--- config.mk ---
export PLATFORM = sky130hd
export DESIGN_NAME = pio_axil_master_flat
export DESIGN_NICKNAME = d
export VERILOG_FILES = /design/src/rtl/pio_axil_master_if.sv /design/src/rtl/pio_axil_master.sv /design/src/flat_wrapper.sv
export SDC_FILE = /design/constraint.sdc
export NUM_CORES = 1
export LEC_CHECK = 0
export CORE_UTILIZATION = 48
export DETAILED_ROUTE_END_ITERATION = 10
export GPL_TIMING_DRIVEN = 0
export PLACE_DENSITY = 0.95
export SLEW_MARGIN = 20
export SYNTH_ARGS = -nofsm -noshare
export SYNTH_HDL_FRONTEND = slang
export SYNTH_SLANG_ARGS = --single-unit
export TNS_END_PERCENT = 50
--- constraint.sdc ---
create_clock -name clk -period 2 [get_ports clk]
set_input_delay 0.2 -clock clk [delete_from_list [all_inputs] [get_ports clk]]
set_output_delay 0.2 -clock clk [all_outputs]
set_load 0.005 [all_outputs]
--- src/rtl/pio_axil_master_if.sv ---
// ============================================================================
// Module   : pio_axil_master_if
// Purpose  : AXI4-Lite bus bundle between the PIO master and the user fabric.
// Revision : 1.0 - initial release
// ============================================================================
`default_nettype none

interface pio_axil_master_if;
  logic [31:0] awaddr;
  logic [2:0]  awprot;
  logic        awvalid;
  logic        awready;
  logic [31:0] wdata;
  logic [3:0]  wstrb;
  logic        wvalid;
  logic        wready;
  logic [1:0]  bresp;
  logic        bvalid;
  logic        bready;
  logic [31:0] araddr;
  logic [2:0]  arprot;
  logic        arvalid;
  logic        arready;
  logic [31:0] rdata;
  logic [1:0]  rresp;
  logic        rvalid;
  logic        rready;

  modport master (
    output awaddr, awprot, awvalid, input awready,
    output wdata, wstrb, wvalid, input wready,
    input bresp, bvalid, output bready,
    output araddr, arprot, arvalid, input arready,
    input rdata, rresp, rvalid, output rready
  );

  modport slave (
    input awaddr, awprot, awvalid, output awready,
    input wdata, wstrb, wvalid, output wready,
    output bresp, bvalid, input bready,
    input araddr, arprot, arvalid, output arready,
    output rdata, rresp, rvalid, input rready
  );
endinterface

`default_nettype wire

--- src/rtl/pio_axil_master.sv ---
// ============================================================================
// Module   : pio_axil_master
// Purpose  : Turns single-DW PIO read/write requests into AXI4-Lite accesses.
//            Optional watchdog enabled by defining PIO_AXIL_TIMEOUT_EN.
// Revision : 1.0 - initial release
// ============================================================================
`default_nettype none

module pio_axil_master #(
  parameter logic [31:0] AXI_ADDR_BASE  = 32'h0000_0000,
  parameter logic [31:0] ERR_DATA       = 32'hFFFF_FFFF,
  parameter int unsigned TIMEOUT_CYCLES = 1024
) (
  input  wire               clk,
  input  wire               rst_n,
  input  wire               rd_en,
  input  wire        [31:0] rd_addr,
  input  wire        [3:0]  rd_be,
  output logic       [31:0] rd_data,
  output logic              rd_data_valid,
  input  wire               compl_done,
  input  wire               wr_en,
  input  wire        [31:0] wr_addr,
  input  wire        [3:0]  wr_be,
  input  wire        [31:0] wr_data,
  output logic              wr_busy,
  output logic              err_pulse,
  pio_axil_master_if.master m_axil
);

  typedef enum logic [2:0] {
    S_IDLE    = 3'd0,
    S_WR_REQ  = 3'd1,
    S_WR_RESP = 3'd2,
    S_RD_REQ  = 3'd3,
    S_RD_RESP = 3'd4
  } state_t;

  state_t      r_state;
  logic        r_pend_vld;
  logic [29:0] r_pend_word;
  logic        r_cap_vld;
  logic        r_cap_err;
  logic [31:0] r_cap_data;

  logic        w_idle;
  logic        w_wr_take;
  logic        w_wr_go;
  logic        w_rd_go;
  logic [29:0] w_rd_word;
  logic        w_wr_hs_done;
  logic        w_b_done;
  logic        w_ar_done;
  logic        w_r_done;
  logic        w_tmo;
  logic        w_unused;

  assign m_axil.awprot = 3'b000;
  assign m_axil.arprot = 3'b000;

  assign w_idle    = (r_state == S_IDLE);
  // A write is accepted whenever none is outstanding; it is issued once IDLE.
  assign w_wr_take = wr_en && !wr_busy;
  assign w_wr_go   = w_idle && (w_wr_take || wr_busy);
  assign w_rd_go   = w_idle && !w_wr_go && (r_pend_vld || rd_en);
  assign w_rd_word = r_pend_vld ? r_pend_word : rd_addr[31:2];

  assign w_wr_hs_done = (r_state == S_WR_REQ) &&
                        (!m_axil.awvalid || m_axil.awready) &&
                        (!m_axil.wvalid  || m_axil.wready);
  assign w_b_done     = (r_state == S_WR_RESP) && m_axil.bvalid;
  assign w_ar_done    = (r_state == S_RD_REQ)  && m_axil.arready;
  assign w_r_done     = (r_state == S_RD_RESP) && m_axil.rvalid;

  assign w_unused = &{1'b0, rd_be, rd_addr[1:0], wr_addr[1:0]};

`ifdef PIO_AXIL_TIMEOUT_EN
  localparam logic [31:0] c_tmo_last = 32'(TIMEOUT_CYCLES - 1);

  logic [31:0] r_tmo_cnt;
  logic        w_state_chg;

  assign w_state_chg = w_wr_hs_done || w_b_done || w_ar_done || w_r_done;
  // A handshake completing on the final cycle takes precedence over the abort.
  assign w_tmo = !w_idle && !w_state_chg && (r_tmo_cnt == c_tmo_last);

  always_ff @(posedge clk) begin
    if (!rst_n || w_idle || w_state_chg || w_tmo)
      r_tmo_cnt <= '0;
    else
      r_tmo_cnt <= r_tmo_cnt + 32'd1;
  end
`else
  assign w_tmo = 1'b0;
`endif

  always_ff @(posedge clk) begin
    if (!rst_n) begin
      r_state        <= S_IDLE;
      r_pend_vld     <= 1'b0;
      r_pend_word    <= '0;
      r_cap_vld      <= 1'b0;
      r_cap_err      <= 1'b0;
      r_cap_data     <= '0;
      rd_data        <= '0;
      rd_data_valid  <= 1'b0;
      wr_busy        <= 1'b0;
      err_pulse      <= 1'b0;
      m_axil.awaddr  <= '0;
      m_axil.awvalid <= 1'b0;
      m_axil.wdata   <= '0;
      m_axil.wstrb   <= '0;
      m_axil.wvalid  <= 1'b0;
      m_axil.bready  <= 1'b0;
      m_axil.araddr  <= '0;
      m_axil.arvalid <= 1'b0;
      m_axil.rready  <= 1'b0;
    end else begin
      err_pulse <= 1'b0;

      if (w_wr_take) begin
        wr_busy       <= 1'b1;
        m_axil.awaddr <= {wr_addr[31:2], 2'b00} + AXI_ADDR_BASE;
        m_axil.wdata  <= wr_data;
        m_axil.wstrb  <= wr_be;
      end

      // Issuing from the slot frees it, so a same-cycle rd_en can refill it.
      if (w_rd_go) begin
        r_pend_vld  <= r_pend_vld && rd_en;
        r_pend_word <= rd_addr[31:2];
      end else if (rd_en && !r_pend_vld) begin
        r_pend_vld  <= 1'b1;
        r_pend_word <= rd_addr[31:2];
      end

      if (r_cap_vld) begin
        rd_data       <= r_cap_err ? ERR_DATA : r_cap_data;
        rd_data_valid <= 1'b1;
        err_pulse     <= r_cap_err;
        r_cap_vld     <= 1'b0;
      end else if (compl_done || w_rd_go) begin
        rd_data_valid <= 1'b0;
      end

      if (w_tmo) begin
        m_axil.awvalid <= 1'b0;
        m_axil.wvalid  <= 1'b0;
        m_axil.bready  <= 1'b0;
        m_axil.arvalid <= 1'b0;
        m_axil.rready  <= 1'b0;
        r_state        <= S_IDLE;
        if ((r_state == S_WR_REQ) || (r_state == S_WR_RESP)) begin
          wr_busy   <= 1'b0;
          err_pulse <= 1'b1;
        end else begin
          r_cap_vld <= 1'b1;
          r_cap_err <= 1'b1;
        end
      end else begin
        case (r_state)
          S_IDLE: begin
            if (w_wr_go) begin
              m_axil.awvalid <= 1'b1;
              m_axil.wvalid  <= 1'b1;
              r_state        <= S_WR_REQ;
            end else if (w_rd_go) begin
              m_axil.araddr  <= {w_rd_word, 2'b00} + AXI_ADDR_BASE;
              m_axil.arvalid <= 1'b1;
              r_state        <= S_RD_REQ;
            end
          end
          S_WR_REQ: begin
            if (m_axil.awready) m_axil.awvalid <= 1'b0;
            if (m_axil.wready)  m_axil.wvalid  <= 1'b0;
            if (w_wr_hs_done) begin
              m_axil.bready <= 1'b1;
              r_state       <= S_WR_RESP;
            end
          end
          S_WR_RESP: begin
            if (w_b_done) begin
              m_axil.bready <= 1'b0;
              wr_busy       <= 1'b0;
              err_pulse     <= (m_axil.bresp != 2'b00);
              r_state       <= S_IDLE;
            end
          end
          S_RD_REQ: begin
            if (w_ar_done) begin
              m_axil.arvalid <= 1'b0;
              m_axil.rready  <= 1'b1;
              r_state        <= S_RD_RESP;
            end
          end
          S_RD_RESP: begin
            if (w_r_done) begin
              m_axil.rready <= 1'b0;
              r_cap_vld     <= 1'b1;
              r_cap_err     <= (m_axil.rresp != 2'b00);
              r_cap_data    <= m_axil.rdata;
              r_state       <= S_IDLE;
            end
          end
          default: r_state <= S_IDLE;
        endcase
      end
    end
  end

endmodule

`default_nettype wire

--- src/flat_wrapper.sv ---
// flat-port wrapper written by rule: the top's interface ports become plain ports
module pio_axil_master_flat 
#(
  parameter logic [31:0] AXI_ADDR_BASE  = 32'h0000_0000,
  parameter logic [31:0] ERR_DATA       = 32'hFFFF_FFFF,
  parameter int unsigned TIMEOUT_CYCLES = 1024
)
  (clk, rst_n, rd_en, rd_addr, rd_be, rd_data, rd_data_valid, compl_done, wr_en, wr_addr, wr_be, wr_data, wr_busy, err_pulse, m_axil_awaddr, m_axil_awprot, m_axil_awvalid, m_axil_awready, m_axil_wdata, m_axil_wstrb, m_axil_wvalid, m_axil_wready, m_axil_bresp, m_axil_bvalid, m_axil_bready, m_axil_araddr, m_axil_arprot, m_axil_arvalid, m_axil_arready, m_axil_rdata, m_axil_rresp, m_axil_rvalid, m_axil_rready);
  pio_axil_master_if m_axil_i ();
  input  wire clk;
  input  wire rst_n;
  input  wire rd_en;
  input  wire        [31:0] rd_addr;
  input  wire        [3:0] rd_be;
  output logic       [31:0] rd_data;
  output logic rd_data_valid;
  input  wire compl_done;
  input  wire wr_en;
  input  wire        [31:0] wr_addr;
  input  wire        [3:0] wr_be;
  input  wire        [31:0] wr_data;
  output logic wr_busy;
  output logic err_pulse;
  output wire logic [$bits(m_axil_i.awaddr)-1:0] m_axil_awaddr;
  output wire logic [$bits(m_axil_i.awprot)-1:0] m_axil_awprot;
  output wire logic [$bits(m_axil_i.awvalid)-1:0] m_axil_awvalid;
  input wire logic [$bits(m_axil_i.awready)-1:0] m_axil_awready;
  output wire logic [$bits(m_axil_i.wdata)-1:0] m_axil_wdata;
  output wire logic [$bits(m_axil_i.wstrb)-1:0] m_axil_wstrb;
  output wire logic [$bits(m_axil_i.wvalid)-1:0] m_axil_wvalid;
  input wire logic [$bits(m_axil_i.wready)-1:0] m_axil_wready;
  input wire logic [$bits(m_axil_i.bresp)-1:0] m_axil_bresp;
  input wire logic [$bits(m_axil_i.bvalid)-1:0] m_axil_bvalid;
  output wire logic [$bits(m_axil_i.bready)-1:0] m_axil_bready;
  output wire logic [$bits(m_axil_i.araddr)-1:0] m_axil_araddr;
  output wire logic [$bits(m_axil_i.arprot)-1:0] m_axil_arprot;
  output wire logic [$bits(m_axil_i.arvalid)-1:0] m_axil_arvalid;
  input wire logic [$bits(m_axil_i.arready)-1:0] m_axil_arready;
  input wire logic [$bits(m_axil_i.rdata)-1:0] m_axil_rdata;
  input wire logic [$bits(m_axil_i.rresp)-1:0] m_axil_rresp;
  input wire logic [$bits(m_axil_i.rvalid)-1:0] m_axil_rvalid;
  output wire logic [$bits(m_axil_i.rready)-1:0] m_axil_rready;
  assign m_axil_awaddr = m_axil_i.awaddr;
  assign m_axil_awprot = m_axil_i.awprot;
  assign m_axil_awvalid = m_axil_i.awvalid;
  assign m_axil_i.awready = m_axil_awready;
  assign m_axil_wdata = m_axil_i.wdata;
  assign m_axil_wstrb = m_axil_i.wstrb;
  assign m_axil_wvalid = m_axil_i.wvalid;
  assign m_axil_i.wready = m_axil_wready;
  assign m_axil_i.bresp = m_axil_bresp;
  assign m_axil_i.bvalid = m_axil_bvalid;
  assign m_axil_bready = m_axil_i.bready;
  assign m_axil_araddr = m_axil_i.araddr;
  assign m_axil_arprot = m_axil_i.arprot;
  assign m_axil_arvalid = m_axil_i.arvalid;
  assign m_axil_i.arready = m_axil_arready;
  assign m_axil_i.rdata = m_axil_rdata;
  assign m_axil_i.rresp = m_axil_rresp;
  assign m_axil_i.rvalid = m_axil_rvalid;
  assign m_axil_rready = m_axil_i.rready;
  pio_axil_master #(.AXI_ADDR_BASE(AXI_ADDR_BASE), .ERR_DATA(ERR_DATA), .TIMEOUT_CYCLES(TIMEOUT_CYCLES)) u_core (.clk(clk), .rst_n(rst_n), .rd_en(rd_en), .rd_addr(rd_addr), .rd_be(rd_be), .rd_data(rd_data), .rd_data_valid(rd_data_valid), .compl_done(compl_done), .wr_en(wr_en), .wr_addr(wr_addr), .wr_be(wr_be), .wr_data(wr_data), .wr_busy(wr_busy), .err_pulse(err_pulse), .m_axil(m_axil_i));
endmodule
### Word-level counts from Yosys, hierarchy flattened

Cells that the tools add are included.

| storage, ports and cells | value |
|---|---|
| memory bits (writable) | 0 |
| register bits after elaboration | 204 |
| latch bits | 0 |
| bits in read-only memories | 0 |
| logic and storage cells | 110 |
| output and inout port bits | 146 |
| memories kept | 0 |
| bits of input ports | 150 |

| operators by class | value |
|---|---|
| divide/modulo/power cells | 0 |
| mux-type cells | 37 |
| reduce and logical (&&, ||, !) cells | 39 |
| bitwise gates (word level) | 1 |
| add/sub/neg operators | 0 |
| order comparisons | 0 |
| equality and inequality tests | 14 |
| multiply operators | 0 |
| shift operators | 0 |

Operator list:

| operator | number |
|---|---|
| 2-to-1 mux 30 bit | 3 |
| 2-to-1 mux 32 bit | 1 |
| 2-to-1 mux 1 bit | 21 |
| 2-to-1 mux 3 bit | 6 |
| nonzero test 2 bit | 8 |
| one-hot mux 3 bit (5 select lines) | 1 |
| AND reduction 3 bit | 5 |
| logical AND 1 bit | 11 |
| != test 2 bit (second input constant) | 5 |
| one-hot mux 1 bit (2 select lines) | 5 |
| != test 2 x 1 -> 1 bit (second input constant) | 4 |
| == test 3 x 2 -> 1 bit (second input constant) | 2 |
| logical NOT 1 bit | 5 |
| logical OR 1 bit | 5 |
| AND reduction 5 bit | 1 |
| AND reduction 2 bit | 2 |
| AND reduction 4 bit | 1 |
| == test 3 x 1 -> 1 bit (second input constant) | 1 |
| == test 3 bit (second input constant) | 1 |
| logical NOT 3 bit | 1 |
| != test 3 bit (second input constant) | 1 |
| NOT 1 bit | 1 |

### Longest topological paths before layout

Gate-level depths: netlist of run 1.

| depth | value |
|---|---|
| depth in word-level cells | 10 |
| depth in mapped cells | 7 |
| mapped depth without buffers | 4 |

### Worst setup path before layout of run 1

Ideal clock, no wire load.

| timing | value |
|---|---|
| path type | flip-flop to flip-flop |
| start point | register u_core.r_pend_vld |
| end point | register u_core.m_axil.araddr[10] |
| arrival time | 1246 ps |
| clock period less this slack | 1362 ps |
| required time | 1884 ps |
| buffers on the path | 3 |
| library setup time | 116 ps |
| path slack | 638 ps |
| stages on the path, launching flop included | 7 |
| cells stage by stage | dfxtp_1 -> clkbuf_1 -> nor2_1 -> and3b_1 -> buf_2 -> buf_2 -> o211a_1 |

| between the ends | value |
|---|---|
| cells in the longest elaborated chain, start to end | 3 |
| elaborated cells between the ends (all ways) | 4 |
| classes of those cells | mux: 1; reduce/logical: 3 |

RTL lines:

| item | line | source |
|---|---|---|
| from (decl) | pio_axil_master.sv:40 | `logic r_pend_vld;` |
| from (signal assigned) | pio_axil_master.sv:130 | `r_pend_vld <= r_pend_vld && rd_en;` |
| logical OR 1 bit | pio_axil_master.sv:65 | `assign w_rd_go = w_idle && !w_wr_go && (r_pend_vld \|\| rd_en);` |
| logical AND 1 bit | pio_axil_master.sv:65 |  |
| AND reduction 3 bit (no source line) | - |  |
| to (signal assigned) | pio_axil_master.sv:168 | `m_axil.araddr <= {w_rd_word, 2'b00} + AXI_ADDR_BASE;` |
| to (decl) | pio_axil_master_if.sv:33 | `output araddr, arprot, arvalid, input arready,` |

Several ways; a longest one is shown, not always the timed one.
A chain may end at the register's enable or synchronous reset.

### Final worst setup path of run 1

| timing | value |
|---|---|
| start point | register u_core.wr_busy |
| end point | output wr_busy |

RTL lines:

| item | line | source |
|---|---|---|
| from (decl) | pio_axil_master.sv:26 | `output logic wr_busy,` |
| from (signal assigned) | pio_axil_master.sv:107 | `wr_busy <= 1'b0;` |
| from (signal assigned) | pio_axil_master.sv:122 | `wr_busy <= 1'b1;` |
| from (signal assigned) | pio_axil_master.sv:154 | `wr_busy <= 1'b0;` |
| to (decl) | flat_wrapper.sv:22 | `output logic wr_busy;` |

No word-level cell between the ends.

==> results of run 1 <==
-- sequential cells by signal, indices dropped and copies added, names as in the netlist --
name                   cells
u_core.m_axil.bready       1
u_core.m_axil.awaddr      30
u_core.m_axil.rready       1
u_core.r_cap_vld           1
u_core.r_pend_vld          1
u_core.m_axil.wdata       32
u_core.m_axil.araddr      30
u_core.r_pend_word        30
u_core.err_pulse           1
u_core.m_axil.arvalid      1
u_core.r_state             3
u_core.m_axil.awvalid      1
u_core.r_cap_err           1
u_core.m_axil.wstrb        4
u_core.m_axil.wvalid       1
u_core.rd_data            32
u_core.r_cap_data         32
u_core.wr_busy             1
u_core.rd_data_valid       1
-- worst reg2reg max path, cell delays in order, from the launching register on --
cell and delay (ps):
dfxtp_1 390, nor2_2 100, nand3_1 300, clkbuf_1 480
nand2_1 130, a21boi_1 180
-- cell type report --
cell class	instances	area, µm²	share of cell area (%)
Inverter	6	22.5	0.194
Sequential cell	204	4080	35.2
Multi-Input combinational cell	576	3360	28.9
Clock inverter	10	158	1.36
Tap cell	216	270	2.33
Timing Repair Buffer	276	2760	23.8
Clock buffer	25	571	4.91
Buffer	82	390	3.36
-- logic make-up after synthesis --
kind of cell / count (synthesis) / synth area share [%]
flip-flops: 204 / 52.2
AND/OR/NAND/NOR: 326 / 16.9
buffers and inverters: 88 / 5.28
adder cells (fa/ha/maj): 1 / 0.128
multiplexers: 30 / 3.84
other: 1 / 0.0480
AO/OA/AOI/OAI: 209 / 21.5
-- worst min-delay path by stage --
stage / end / depth (start not counted) / slack, ps
finish: u_core.r_cap_data[9] / 3 / 270
global route: u_core.r_cap_data[20] / 3 / 280
detailed placement: u_core.m_axil.rready / 2 / 440
CTS: u_core.r_cap_data[9] / 3 / 250
global placement: u_core.m_axil.rready / 2 / 430
floorplan: u_core.r_pend_word[4] / 2 / 330
-- power by group --
| part | switching [mW] | internal [mW] |
|---|---|---|
| registers | 0.194 | 4.38 |
| logic | 0.841 | 1.01 |
| clock network | 1.57 | 2.55 |
-- layer usage --
| layer | global-route usage [%] | up-vias |
|---|---|---|
| li1 | - | 3520 |
| met1 | 32.6 | 3440 |
| met2 | 47.8 | 307 |
| met3 | 5.95 | 72 |
| met4 | 11.8 | 0 |
| met5 | 0 | - |
-- layout by cell type, fill, tap and decap left out, drive strengths merged, types with 2 or more instances in the layout --
cell,count
a21boi,99
a21oi,5
a31oi,3
and2,4
buf,43
bufinv,4
clkbuf,64
clkdlybuf4s50,276
clkinv,5
conb,10
dfxtp,204
inv,7
mux2i,30
nand2,266
nand2b,3
nand3,32
nor2,8
nor2b,4
nor3,3
nor3b,3
o211a,31
o21ai,33
o221a,31
o2bb2ai,2
==> metrics.txt, run 1 <==
# resized after CTS 0; Die H 130 µm; Area growth, synth to finish 48.5%; crit path DAT 1550 ps; fmax 572 MHz; VDD IR-drop max between 0.5 and 0.6 mV; CP Launch Point u_core.wr_busy; Mapped Cells 859; ranking of synthesized cells by area dfxtp_1 52%, nand2_1 13%, a21boi_0 9.1%, o221a_2 4.5%, o211a_1 4.0%; total power 10.5 mW; slowest CP cell clkdlybuf4s50_1; Cell Chain, Critical Path clkdlybuf4s50_1; vias in the first global route 7167; Pwr Density 908 nW/µm²; initial antenna violation count 0; Cell Count Post-Placement 1360; most frequent cell after synthesis nand2_1; htree depth 1; Slew @ Worst Pin roughly 540 ps; Fillers 1125; Post-synth EDFFs 0; Final Max Slew Viols 0; Max Cap Violations 0; drt pass-1 iters 5; clock buffer depth 3; Syn Area/Cell between 9 and 10 µm²; Reg2Reg Setup Slack 330 ps; fin cells 1395; status complete, no violations; Clock Skew 24.2 ps; critical path peak fanout 6; Top Ports 296; ys async rst share 0%; share of layout cells above drive strength 1 9.33%; vias per cell 5.26; width of the die 130 µm; number of hold violations in the final report 0; Post-CTS Setup Bufs 0; Met1 Wirelength 9.45 mm; prevailing post-synth register cell dfxtp_1; top-area cell type share of the netlist area roughly 52%; #FFs+latches synth 204; diode count 0; CORE AREA about 16000 µm²; Hold-fix buffers, CTS 0; Iter 0 DRT Violations 443; post-synthesis instance area 7820 µm²; routability cong. just under 0.9; Critical Path Sink Type output port; Crit path largest cell delay 590 ps; Worst Hold Class in2reg; TritonCTS Sinks 204; post-synthesis cell type count 37; worst r2r src u_core.r_state[0]; Routed Wire Length 23.4 mm; Final Worst Setup Slack ~250 ps; Ys Warns 0; GRT Overall Usage 27.5%; highest routed layer met4; normalized max-slew margin 63.7%; # rows 46; r2r endpoint u_core.r_cap_data[26]; Final HPWL DP 17.2 mm; required time of the critical path 1800 ps; Crit path buffers/inverters 1; Finish-stage setup viols 0; min Tclk post-route 1750 ps; area post-placement 10900 µm²; DRC Markers 0; unrepaired setup endpoints after global routing false; Worst Setup EP wr_busy; Final nets 1317; Leak roughly 4.7 nW; CTS tree done; routed length on met3 approximately 1.7 mm; Largest delay share family, worst path buffers and inverters; register area share after synthesis 52.2%; DR WL met2 11.4 mm; first-pass GRT wire length 36.3 mm; Synth top cells by count 266 x nand2_1, 204 x dfxtp_1, 95 x a21boi_0; post-layout util 73.1%; via count 7339; cell taking the most area after synthesis dfxtp_1; wire per inst 16.8 µm; pin count of the biggest net entering global routing 16; post-route ant nets 0; Setup TNS 0 ps; Root Driver clkbuf_16; Worst path depth 1; gr ovfl total 0; Initial Utilization 49.2%; Finished Cell Area 11600 µm²; crit path kind reg2out; die area about 17000 µm²; PortBufs 276; pre-CTS WS 6.17 ps; R2R depth 5; CTS Buf Count 21; Tcrit/Tclk final between 80% and 90%; CP Launch Type flip-flop; Worst-Skew Late Latency 490 ps; Min-Delay Startpoint m_axil_rdata[9]; Min Hold Slack around 270 ps; clock-pin slew on the worst setup and hold paths 60 ps
Power figures use the tool's default switching activity.
==> run 2: changes to the inputs <==
- CELL_PAD_IN_SITES_DETAIL_PLACEMENT: default -> 0
- CELL_PAD_IN_SITES_GLOBAL_PLACEMENT: default -> 1
- CORE_MARGIN: default -> 2
- CORE_UTILIZATION: 48 -> 35
==> metrics.txt, run 2 (same netlist as run 1, synthesis figures left out) <==
Iter 0 DRT Violations 267; Slew @ Worst Pin 625 ps; fin cells approximately 1500; VDD IR-drop max 0.537 mV; clock-pin slew on the worst setup and hold paths 60 ps; status complete, no violations; Post-CTS Setup Bufs 0; Cell Count Post-Placement 1424; via count 7078; Worst path depth 1; most common cell after layout, fill and taps aside clkdlybuf4s50_1; Cell Chain, Critical Path clkdlybuf4s50_1; Pwr Density 901 nW/µm²; routability cong. 0.887; CORE AREA roughly 22000 µm²; Top Ports 296; sequential group share of total power 43.3%; sw frac 25.3%; # resized after CTS 0; hold depth 3; CTS Buf Count 23; Largest delay share family, worst path buffers and inverters; combinational power share around 17%; normalized max-slew margin 58.4%; Tcrit/Tclk final 88.9%; Regs by FF count u_core.m_axil.wdata: 32 flops, u_core.r_cap_data: 32 flops, u_core.rd_data: 32 flops; Initial Utilization about 36%; Net Sw Power ~2.7 mW; GRT Overall Usage roughly 19%; R2R depth 6; clock buffer depth 3; vias in the first global route 6831; min Tclk post-route 1780 ps; initial antenna violation count 0; pin count of the biggest net entering global routing 13; crit path DAT 1580 ps; PortBufs 276; Root Driver clkbuf_16; vias per cell 4.83; CP Launch Type flip-flop; CTS tree done; drt pass-1 iters 4; commonest cells after routing, fill and taps aside 276 x clkdlybuf4s50_1, 266 x nand2_1, 204 x dfxtp_1, 95 x a21boi_0, 46 x clkbuf_1; number of hold violations in the final report 0; critical path peak fanout 6; unrepaired setup endpoints after global routing false; Routed Wire Length between 20 and 25 mm; DRC Markers 0; Finished Cell Area around 12000 µm²; Finish-stage setup viols 0; post-route ant nets 0; Crit path largest cell delay ~600 ps; Final nets 1319; Leak 4.67 nW; TritonCTS Sinks 204; required time of the critical path 1800 ps; Crit path buffers/inverters 1; first-pass GRT wire length 37.0 mm; Worst Hold Class in2reg; Final Max Slew Viols 0; Final HPWL DP about 18 mm; Cell Int Power 7.88 mW; fmax 562 MHz; Clock Skew 6.54 ps; Die H 153 µm; Area growth, synth to finish 49.7%; gr ovfl total 0; clock share of power 39.4%; crit path kind reg2out; area post-placement 11000 µm²; wire per inst 16.2 µm; Hold-fix buffers, CTS 0; die area 23600 µm²; Setup TNS 0 ps; width of the die ~150 µm; Critical Path Sink Type output port; share of layout cells above drive strength 1 9.28%; # rows 54; slowest CP cell clkdlybuf4s50_1; htree depth 1; Worst-Skew Late Latency 510 ps; Max Cap Violations 0
==> run 2: final timing paths <==
check,from,to,slack [ps]
worst max-delay path,u_core.wr_busy,wr_busy,220
worst min-delay path,m_axil_rdata[26],u_core.r_cap_data[26],240
worst max register to register,u_core.r_pend_vld,u_core.m_axil.araddr[2],340
worst min register to register,u_core.r_cap_data[25],u_core.r_cap_data[25],450
==> run 2: power by group through the flow <==
stage	clock network [mW]	logic, mW	registers, mW
4_1_cts	4.24	1.85	4.56
6_report	4.15	1.83	4.56
3_5_place_dp	0	1.83	4.65
3_3_place_gp	0	1.81	4.63
2_1_floorplan	0	0.833	4.64
5_1_grt	4.40	2.00	4.60
==> run 2: final cells by class <==
class	instances	area, µm²
Antenna cell	1	2.50
Clock inverter	8	93.8
Sequential cell	204	4080
Timing Repair Buffer	276	2760
Buffer	82	390
Inverter	6	22.5
Tap cell	280	350
Fill cell	2065	10200
Clock buffer	33	643
Multi-Input combinational cell	576	3360
==> run 2: routing by layer <==
layer	share of wire [%]	vias to the layer above	wire (µm)	track usage (%)
li1	-	3532	-	-
met3	7.1	36	1700	4.56
met1	43	3294	10300	24.7
met4	2.5	0	602	5.29
met5	0	-	0	0
met2	47	216	11200	32.9
==> run 2: per-stage QoR <==
| step | setup slack [ps] | total power [mW] | utilization [%] | hold slack [ps] |
|---|---|---|---|---|
| after global placement | 59.3 | 6.44 | 50.1 | 436 |
| after floorplan | 638 | 5.47 | - | 333 |
| final | 221 | 10.5 | 53.5 | 236 |
| after global routing | 165 | 11.0 | 53.5 | 240 |
| after detailed placement | 36.7 | 6.48 | 50.1 | 449 |
| after CTS | 193 | 10.6 | 53.5 | 220 |
